### config.mk
export PLATFORM = sky130hd
export DESIGN_NAME = stack_seq_flat
export DESIGN_NICKNAME = d
export VERILOG_FILES = /design/src/rtl/stack_seq_if.sv /design/src/rtl/stack_seq.sv /design/src/flat_wrapper.sv
export SDC_FILE = /design/constraint.sdc
export NUM_CORES = 1
export LEC_CHECK = 0
export CORE_MARGIN = 8
export CORE_UTILIZATION = 49
export CTS_BUF_LIST = sky130_fd_sc_hd__clkbuf_16
export CTS_CLUSTER_DIAMETER = 60
export CTS_CLUSTER_SIZE = 20
export DETAILED_ROUTE_END_ITERATION = 12
export PLACE_DENSITY_LB_ADDON = 0.3
export SKIP_LAST_GASP = 1
export SLEW_MARGIN = 20
export SYNTH_ARGS = -nofsm -noshare
export SYNTH_HDL_FRONTEND = slang
export SYNTH_SLANG_ARGS = --single-unit
### constraint.sdc
create_clock -name clk -period 4.4 [get_ports clk]
set_input_delay 0.88 -clock clk [delete_from_list [all_inputs] [get_ports clk]]
set_output_delay 0.88 -clock clk [all_outputs]
set_load 0.01 [all_outputs]
### src/rtl/stack_seq_if.sv
// Bundle of the stack sequencer's request, stack-pointer, memory and result signals.
// slave is the sequencer side; master is the requester/memory/S-register side.
interface stack_seq_if;
   logic        req_valid;
   logic [1:0]  req_op;
   logic [15:0] req_data;
   logic        req_ready;

   logic [7:0]  s_in;
   logic        s_load;
   logic [7:0]  s_next;

   logic [15:0] mem_addr;
   logic        mem_we;
   logic [7:0]  mem_wdata;
   logic        mem_re;
   logic [7:0]  mem_rdata;

   logic        done;
   logic [15:0] rdata;
   logic        wrap;

   modport slave (
      input  req_valid, req_op, req_data, s_in, mem_rdata,
      output req_ready, s_load, s_next, mem_addr, mem_we, mem_wdata, mem_re,
             done, rdata, wrap
   );

   modport master (
      output req_valid, req_op, req_data, s_in, mem_rdata,
      input  req_ready, s_load, s_next, mem_addr, mem_we, mem_wdata, mem_re,
             done, rdata, wrap
   );
endinterface

### src/rtl/stack_seq.sv
// Page-1 stack push/pull sequencer: byte/word pushes (post-decrement) and pulls
// (pre-increment) against a byte memory, handing the updated S back on completion.
module stack_seq (
   input  logic              clk,
   input  logic              rst_n,
   stack_seq_if.slave        bus
);

   typedef enum logic [2:0] {
      IDLE = 3'd0,
      WR1  = 3'd1,
      WR2  = 3'd2,
      RD1  = 3'd3,
      CAP1 = 3'd4,
      CAP2 = 3'd5,
      FIN  = 3'd6
   } state_t;

   state_t      state_q, state_d;
   logic [7:0]  ptr_q, ptr_d;
   logic [1:0]  op_q, op_d;
   logic [15:0] data_q, data_d;
   logic [15:0] rdata_q, rdata_d;
   logic        wrap_q, wrap_d;

   logic        is_word;
   logic [7:0]  ptr_inc, ptr_dec;

   assign is_word = op_q[1];
   assign ptr_inc = ptr_q + 8'd1;
   assign ptr_dec = ptr_q - 8'd1;

   always_ff @(posedge clk or negedge rst_n) begin
      if (!rst_n) begin
         state_q <= IDLE;
         ptr_q   <= 8'h00;
         op_q    <= 2'b00;
         data_q  <= 16'h0000;
         rdata_q <= 16'h0000;
         wrap_q  <= 1'b0;
      end else begin
         state_q <= state_d;
         ptr_q   <= ptr_d;
         op_q    <= op_d;
         data_q  <= data_d;
         rdata_q <= rdata_d;
         wrap_q  <= wrap_d;
      end
   end

   always_comb begin
      state_d       = state_q;
      ptr_d         = ptr_q;
      op_d          = op_q;
      data_d        = data_q;
      rdata_d       = rdata_q;
      wrap_d        = wrap_q;

      bus.req_ready = 1'b0;
      bus.s_load    = 1'b0;
      bus.s_next    = ptr_q;
      bus.mem_addr  = {8'h01, ptr_q};
      bus.mem_we    = 1'b0;
      bus.mem_wdata = data_q[7:0];
      bus.mem_re    = 1'b0;
      bus.done      = 1'b0;
      bus.wrap      = 1'b0;

      case (state_q)
         IDLE: begin
            bus.req_ready = 1'b1;
            if (bus.req_valid) begin
               op_d    = bus.req_op;
               data_d  = bus.req_data;
               ptr_d   = bus.s_in;
               wrap_d  = 1'b0;
               state_d = bus.req_op[0] ? RD1 : WR1;
            end
         end

         // A word push stores the high byte first so a pull returns it last.
         WR1: begin
            bus.mem_we    = 1'b1;
            bus.mem_wdata = is_word ? data_q[15:8] : data_q[7:0];
            ptr_d         = ptr_dec;
            if (ptr_q == 8'h00) wrap_d = 1'b1;
            state_d       = is_word ? WR2 : FIN;
         end

         WR2: begin
            bus.mem_we    = 1'b1;
            bus.mem_wdata = data_q[7:0];
            ptr_d         = ptr_dec;
            if (ptr_q == 8'h00) wrap_d = 1'b1;
            state_d       = FIN;
         end

         RD1: begin
            bus.mem_re   = 1'b1;
            bus.mem_addr = {8'h01, ptr_inc};
            ptr_d        = ptr_inc;
            if (ptr_q == 8'hFF) wrap_d = 1'b1;
            state_d      = CAP1;
         end

         // Capture of the first byte overlaps the second read of a word pull.
         CAP1: begin
            if (is_word) begin
               rdata_d[7:0] = bus.mem_rdata;
               bus.mem_re   = 1'b1;
               bus.mem_addr = {8'h01, ptr_inc};
               ptr_d        = ptr_inc;
               if (ptr_q == 8'hFF) wrap_d = 1'b1;
               state_d      = CAP2;
            end else begin
               rdata_d = {8'h00, bus.mem_rdata};
               state_d = FIN;
            end
         end

         CAP2: begin
            rdata_d[15:8] = bus.mem_rdata;
            state_d       = FIN;
         end

         FIN: begin
            bus.done   = 1'b1;
            bus.s_load = 1'b1;
            bus.s_next = ptr_q;
            bus.wrap   = wrap_q;
            state_d    = IDLE;
         end

         default: state_d = IDLE;
      endcase
   end

   assign bus.rdata = rdata_q;

endmodule

### src/flat_wrapper.sv
// flat-port wrapper written by rule: the top's interface ports become plain ports
module stack_seq_flat 
  (clk, rst_n, bus_req_valid, bus_req_op, bus_req_data, bus_s_in, bus_mem_rdata, bus_req_ready, bus_s_load, bus_s_next, bus_mem_addr, bus_mem_we, bus_mem_wdata, bus_mem_re, bus_done, bus_rdata, bus_wrap);
  stack_seq_if bus_i ();
  input  logic clk;
  input  logic rst_n;
  input wire logic [$bits(bus_i.req_valid)-1:0] bus_req_valid;
  input wire logic [$bits(bus_i.req_op)-1:0] bus_req_op;
  input wire logic [$bits(bus_i.req_data)-1:0] bus_req_data;
  input wire logic [$bits(bus_i.s_in)-1:0] bus_s_in;
  input wire logic [$bits(bus_i.mem_rdata)-1:0] bus_mem_rdata;
  output wire logic [$bits(bus_i.req_ready)-1:0] bus_req_ready;
  output wire logic [$bits(bus_i.s_load)-1:0] bus_s_load;
  output wire logic [$bits(bus_i.s_next)-1:0] bus_s_next;
  output wire logic [$bits(bus_i.mem_addr)-1:0] bus_mem_addr;
  output wire logic [$bits(bus_i.mem_we)-1:0] bus_mem_we;
  output wire logic [$bits(bus_i.mem_wdata)-1:0] bus_mem_wdata;
  output wire logic [$bits(bus_i.mem_re)-1:0] bus_mem_re;
  output wire logic [$bits(bus_i.done)-1:0] bus_done;
  output wire logic [$bits(bus_i.rdata)-1:0] bus_rdata;
  output wire logic [$bits(bus_i.wrap)-1:0] bus_wrap;
  assign bus_i.req_valid = bus_req_valid;
  assign bus_i.req_op = bus_req_op;
  assign bus_i.req_data = bus_req_data;
  assign bus_i.s_in = bus_s_in;
  assign bus_i.mem_rdata = bus_mem_rdata;
  assign bus_req_ready = bus_i.req_ready;
  assign bus_s_load = bus_i.s_load;
  assign bus_s_next = bus_i.s_next;
  assign bus_mem_addr = bus_i.mem_addr;
  assign bus_mem_we = bus_i.mem_we;
  assign bus_mem_wdata = bus_i.mem_wdata;
  assign bus_mem_re = bus_i.mem_re;
  assign bus_done = bus_i.done;
  assign bus_rdata = bus_i.rdata;
  assign bus_wrap = bus_i.wrap;
  stack_seq u_core (.clk(clk), .rst_n(rst_n), .bus(bus_i));
endmodule
==> results of run 1 <==
==> power by group through the flow <==
| stage | combinational (mW) | sequential, mW | clock, mW |
|---|---|---|---|
| after floorplan | 0.978 | 0.791 | 0 |
| after global placement | 1.53 | 0.844 | 0 |
| after detailed placement | 1.55 | 0.855 | 0 |
| after CTS | 1.56 | 0.854 | 0.370 |
| after global routing | 1.70 | 0.892 | 0.387 |
| final | 1.56 | 0.858 | 0.363 |
==> how the worst min path moves through the flow <==
| stage | startpoint | end | slack (ns) | cells past startpoint |
|---|---|---|---|---|
| finish | u_core.bus.rdata[8] | u_core.bus.rdata[8] | 0.50 | 1 |
| global route | u_core.data_q[7] | u_core.data_q[7] | 0.52 | 1 |
| CTS | u_core.bus.rdata[11] | u_core.bus.rdata[11] | 0.51 | 1 |
| detailed placement | u_core.wrap_q | u_core.wrap_q | 0.48 | 1 |
| global placement | u_core.wrap_q | u_core.wrap_q | 0.48 | 1 |
| floorplan | u_core.wrap_q | u_core.wrap_q | 0.46 | 1 |
==> worst max-delay path, delay by kind of cell (launching register included) <==
kind            cells  cell delay, ns
simple gates        3            0.95
buf+inv             2            0.69
flops               1            0.67
xor+xnor            1            0.13
compound gates      1            0.12
==> registers in the layout, indices dropped and copies added, names as in the netlist <==
signal	flops
u_core.state_q	3
u_core.data_q	16
u_core.bus.s_next	8
u_core.bus.rdata	16
u_core.op_q	1
u_core.wrap_q	1
==> per-stage QoR <==
| step | std cells | hold slack (ns) |
|---|---|---|
| 4_1_cts | 401 | 0.5085 |
| 6_report | 401 | 0.5033 |
| 3_5_place_dp | 393 | 0.4803 |
| 2_1_floorplan | 266 | 0.4557 |
| 5_1_grt | 401 | 0.5183 |
| 3_3_place_gp | 393 | 0.4788 |
==> placed cells by master (no fill, tap or decap), types with 5 or more instances in the layout <==
cell,synthesis,routed
nor3_1,5,5
inv_1,8,8
dfrtp_1,45,45
xor2_1,5,5
nor2_1,15,15
a22o_1,8,8
nand3_1,6,6
clkdlybuf4s50_1,0,81
conb_1,2,8
o21ai_0,16,16
clkbuf_16,0,5
a21oi_1,17,17
mux2_2,32,32
nand2_1,15,15
xnor2_1,7,7
==> layer usage <==
| metal | share of wire, % | up-vias | global-route usage [%] |
|---|---|---|---|
| met5 | 0 | - | 0 |
| met4 | 1.5 | 0 | 5.589 |
| met3 | 8.1 | 9 | 4.963 |
| met2 | 48 | 76 | 29.63 |
| met1 | 42 | 1083 | 21.39 |
| li1 | - | 1049 | - |
==> cell families after synthesis <==
logic type | Yosys count | share of synthesized area, %
adders and majority gates | 3 | 1.419
and+or+nand+nor | 65 | 13.67
xor gates and xnor gates | 12 | 3.973
other | 2 | 0.2839
DFF | 45 | 42.57
buffers and inverters | 35 | 7.805
AOI/OAI and AO/OA | 63 | 15.52
muxes | 35 | 14.76
==> cell type report <==
cell class	count	area (um^2)
clock buffer	5	125.1
clock inverter	3	17.52
fill	403	1622
inverter	9	33.78
multi-input combinational	186	1335
sequential	45	1126
tap	70	87.58
timing repair buffer	83	825.8
==> results.json, run 1 <==
{
  "run_status": "completed",
  "max_cap_violations": 0,
  "critPathCaptureType": "output pin",
  "cpMostUsedCell": "nand2_1",
  "pwr-share-comb_pct": 56.0,
  "dp_hpwl_mm": 5.009,
  "clk_pin_slew_ns": 0.06,
  "start_util_pct": 51.14,
  "grt_pass1_vias": 2260,
  "syn_avg_cell_area_um2": 10.17,
  "synth_top_area_share_pct": 42.57,
  "fin_nets": 370,
  "grt_pass1_wl_mm": 10.95,
  "synth.most_common_cell": "dfrtp_1",
  "max_stage_delay_ns": 0.67,
  "die_width_um": 89.47,
  "wl_mm": 6.787,
  "drive_above_1_share_pct": 15.11,
  "cts_resized": 0,
  "ys_seq_elements": 45,
  "io_pins": 91,
  "power.internal_mw": 1.671,
  "swShare_pct": 39.80,
  "maxSlewHeadroom_pct": 44.34,
  "fmax_ghz": 0.2687,
  "crit_path_start_kind": "flop",
  "gp_congestion": 0.8686,
  "async_reset_ff_share_pct": 100.0,
  "power.total_mw": 2.776,
  "cts_sinks": 45,
  "grt-ovfl-total": 0,
  "p_per_area_nw_per_um2": 781.9,
  "rsz0062_at_grt": "false",
  "p_seq_share_pct": 30.9,
  "grtUsageTotal_pct": 17.69,
  "wl_per_cell_um": 16.93,
  "finClkSkew_ns": 0.005639,
  "worstPathArrival_ns": 2.84,
  "period_needed_ns": 3.722,
  "hold_viol_final": 0,
  "hold_class": "reg -> reg",
  "utilization_pct": 68.65,
  "syn_inst": 260,
  "drc": 0,
  "syn_to_final_growth_pct": 34.25,
  "ir_worst_vdd_v": 0.0004268,
  "postLayoutCellArea_um2": 3551,
  "clk_latency_ns": 0.28,
  "viasPerCell": 5.529,
  "critPathLaunch": "u_core.state_q[2]",
  "holdBufCountCts": 0,
  "numCtsBuffers": 5,
  "synth_area_leader_cell": "dfrtp_1",
  "setup_tns_ns": 0,
  "rr_endpoint": "u_core.data_q[5]",
  "worstMarginPinSlew_ns": 0.8322,
  "cp_slowest_cell": "dfrtp_1",
  "timing.final.ws_setup_ns": 0.6782,
  "dr.pass1.iters": 4,
  "dieArea_um2": 8005,
  "core-area_um2": 5172,
  "ys_warn_count": 0,
  "cts_max_path_buffers": 2,
  "finalSetupViolations": 0,
  "synth_edf_count": 0,
  "path_class": "reg -> out",
  "ys_types": 55,
  "rows": 26,
  "pre_cts_ws_ns": 0.9945,
  "power.leakage_nw": 1.457,
  "ys_seq_area_share_pct": 42.57,
  "diodes": 0,
  "synthTopCellsByCount": "45 x dfrtp_1, 32 x mux2_2, 17 x a21oi_1",
  "post-cts-setup-buffer-count": 0,
  "die_h_um": 89.47,
  "grt_max_degree": 46,
  "ant_nets": 0,
  "power.share.clock_pct": 13.1,
  "cts_root_buffer": "clkbuf_16",
  "crit_path_cell_trace": "or3b_1 -> nand2_1 -> o21ai_2 -> inv_2 -> nand2_1 -> xnor2_1 -> clkdlybuf4s50_1",
  "r2r-start": "u_core.state_q[1]",
  "rrSetupSlack_ns": 2.24,
  "grt_antenna_before_repair": 0,
  "finalCritPeriodShare_pct": 84.59,
  "place.port_buffers": 82,
  "vias": 2217,
  "p_switching_mw": 1.105,
  "worstPathRequired_ns": 3.52,
  "cts_tree": "yes",
  "synth_area_leaders": "dfrtp_1 43%, mux2_2 14%, a21oi_1 3.2%",
  "synth-main-ff-cell": "dfrtp_1",
  "drtIter0Drc": 169,
  "crit_fanout": 19,
  "dpl_cell_area_um2": 3406,
  "syn_area_um2": 2645,
  "ff2ff_path_depth": 3,
  "endpoint": "bus_mem_addr[4]",
  "finalMaxSlewViolations": 0,
  "h-tree-depth": 2
}
(Power assumes the default switching activity.)
==> run 2, diff against run 1 <==
--- a/config.mk
+++ b/config.mk
@@ -6,7 +6,7 @@
 export NUM_CORES = 1
 export LEC_CHECK = 0
 export CORE_MARGIN = 8
-export CORE_UTILIZATION = 49
+export CORE_UTILIZATION = 46
 export CTS_BUF_LIST = sky130_fd_sc_hd__clkbuf_16
 export CTS_CLUSTER_DIAMETER = 60
 export CTS_CLUSTER_SIZE = 20
==> constraint.sdc (replaced) <==
create_clock -name clk -period 3.68 [get_ports clk]
set_input_delay 0.736 -clock clk [delete_from_list [all_inputs] [get_ports clk]]
set_output_delay 0.736 -clock clk [all_outputs]
set_load 0.01 [all_outputs]
==> run 2 against run 1 <==
First-iteration DRC count decreased by 1.8%. Clock skew increased by 0.00093 ns. Design area increased by 1.2%. Routed wire length about the same. Via count decreased by 1.0%. Sequential share of layout area decreased by 0.38 points. Power increased by 22%. Global-route usage decreased by 1.0 points. Register-to-register slack got worse by 0.72 ns. Sequential power increased by 15%. Flip-flop and latch count unchanged. Critical endpoint is now bus_mem_addr[2].
==> results.json, run 2 (synthesized netlist as in run 1, its figures left out) <==
{
  "run_status": "completed",
  "ant_nets": 0,
  "core-area_um2": 5540,
  "syn_to_final_growth_pct": 35.86,
  "ff2ff_path_depth": 4,
  "utilization_pct": 64.86,
  "finalSetupViolations": 0,
  "final_cell_mix": "81 x clkdlybuf4s50_1, 45 x dfrtp_1, 32 x mux2_2",
  "viasPerCell": 5.417,
  "period_needed_ns": 3.395,
  "numCtsBuffers": 5,
  "holdBufCountCts": 0,
  "die_h_um": 91.83,
  "io_pins": 91,
  "die_width_um": 91.83,
  "hold_class": "in -> async",
  "rrSetupSlack_ns": 1.52,
  "grt_pass1_wl_mm": 11.59,
  "rr_endpoint": "u_core.data_q[9]",
  "cts_resized": 0,
  "nFillCells": 478,
  "grt-ovfl-total": 0,
  "swShare_pct": 38.72,
  "grt_antenna_before_repair": 0,
  "multi_input_area_um2": 1335,
  "h-tree-depth": 2,
  "power.share.clock_pct": 15.0,
  "ir_worst_vdd_v": 0.0004241,
  "maxSlewHeadroom_pct": 43.77,
  "drc": 0,
  "grt_most_used_layer": "met2",
  "dp_hpwl_mm": 5.173,
  "hold_viol_final": 0,
  "p_switching_mw": 1.316,
  "wl_mm": 6.783,
  "place.port_buffers": 82,
  "vias": 2194,
  "fmax_ghz": 0.2946,
  "p_per_area_nw_per_um2": 945.9,
  "wl_per_cell_um": 16.75,
  "grt.met2_usage_pct": 25.81,
  "cts_tree": "yes",
  "max_cap_violations": 0,
  "path_class": "reg -> out",
  "finalMaxSlewViolations": 0,
  "drive_above_1_share_pct": 15.32,
  "clk_pin_slew_ns": 0.06,
  "clk_latency_ns": 0.28,
  "cts_max_path_buffers": 2,
  "critPathCaptureType": "output pin",
  "dr.pass1.iters": 5,
  "power.internal_mw": 2.083,
  "r2r-start": "u_core.state_q[1]",
  "finalCritPeriodShare_pct": 92.26,
  "gp_congestion": 0.9098,
  "crit_path_start_kind": "flop",
  "rsz0062_at_grt": "false",
  "cts_sinks": 45,
  "worstPathArrival_ns": 2.66,
  "start_util_pct": 47.74,
  "use_met1_pct": 20.40,
  "fin_nets": 372,
  "drtIter0Drc": 166,
  "crit_fanout": 11,
  "worstMarginPinSlew_ns": 0.8407,
  "finClkSkew_ns": 0.006570,
  "rows": 27,
  "power.leakage_nw": 1.482,
  "dieArea_um2": 8433,
  "grt_max_degree": 46,
  "setup_tns_ns": 0,
  "pwr-share-comb_pct": 56.0,
  "regArea_um2": 1126,
  "cts_root_buffer": "clkbuf_16",
  "p_seq_share_pct": 29.1,
  "grtUsageTotal_pct": 16.66,
  "met3_usage_pct": 7.172,
  "layout_commonest_cell": "clkdlybuf4s50_1",
  "grt_pass1_vias": 2285,
  "post-cts-setup-buffer-count": 0,
  "diodes": 0,
  "worstPathRequired_ns": 2.94
}
==> run 2: power groups by stage <==
| stage | clock network [mW] | registers, mW | logic [mW] |
|---|---|---|---|
| 5_1_grt | 0.537 | 1.03 | 2.09 |
| 3_3_place_gp | 0 | 0.981 | 1.89 |
| 4_1_cts | 0.520 | 0.985 | 1.92 |
| 6_report | 0.510 | 0.988 | 1.90 |
| 3_5_place_dp | 0 | 0.990 | 1.91 |
| 2_1_floorplan | 0 | 0.946 | 1.17 |
==> run 2: critical path: stages, from the launching register on <==
cell and delay [ns]:
dfrtp_1 0.44, or3b_1 0.62, nand2_1 0.26, o21ai_2 0.12
inv_2 0.15, nand2_1 0.08, xnor2_1 0.15, clkdlybuf4s50_1 0.56
==> run 2: worst max-delay path by stage <==
stage | from | endpoint | cells after the start
global route | u_core.state_q[1] | bus_mem_addr[2] | 7
finish | u_core.state_q[1] | bus_mem_addr[2] | 7
global placement | u_core.state_q[1] | bus_mem_addr[7] | 7
detailed placement | u_core.state_q[1] | bus_mem_addr[2] | 7
CTS | u_core.state_q[1] | bus_mem_addr[2] | 7
floorplan | u_core.state_q[1] | bus_mem_addr[1] | 6
==> run 2: area by class of cell <==
| class | count | share of cell area, % |
|---|---|---|
| Sequential cell | 45 | 31.34 |
| Inverter | 9 | 0.9401 |
| Clock buffer | 5 | 3.482 |
| Timing Repair Buffer | 85 | 23.40 |
| Clock inverter | 3 | 1.184 |
| Tap cell | 72 | 2.507 |
| Multi-Input combinational cell | 186 | 37.15 |
==> run 2: per-stage QoR <==
step | power, mW | instance area [um^2] | cells | setup WS (ns) | hold slack [ns]
2_1_floorplan | 2.116 | 2668 | 266 | 1.330 | 0.4404
3_3_place_gp | 2.866 | 3423 | 397 | 0.6876 | 0.4715
3_5_place_dp | 2.904 | 3423 | 397 | 0.5806 | 0.4868
4_1_cts | 3.427 | 3591 | 405 | 0.2690 | 0.5029
5_1_grt | 3.659 | 3593 | 405 | 0.09127 | 0.5012
6_report | 3.399 | 3593 | 405 | 0.2850 | 0.4477
==> run 2: routing by layer <==
metal,vias to the layer above,part of all wire (%)
li1,1059,-
met1,1027,42
met2,99,46
met3,9,11
met4,0,1.5
met5,-,0
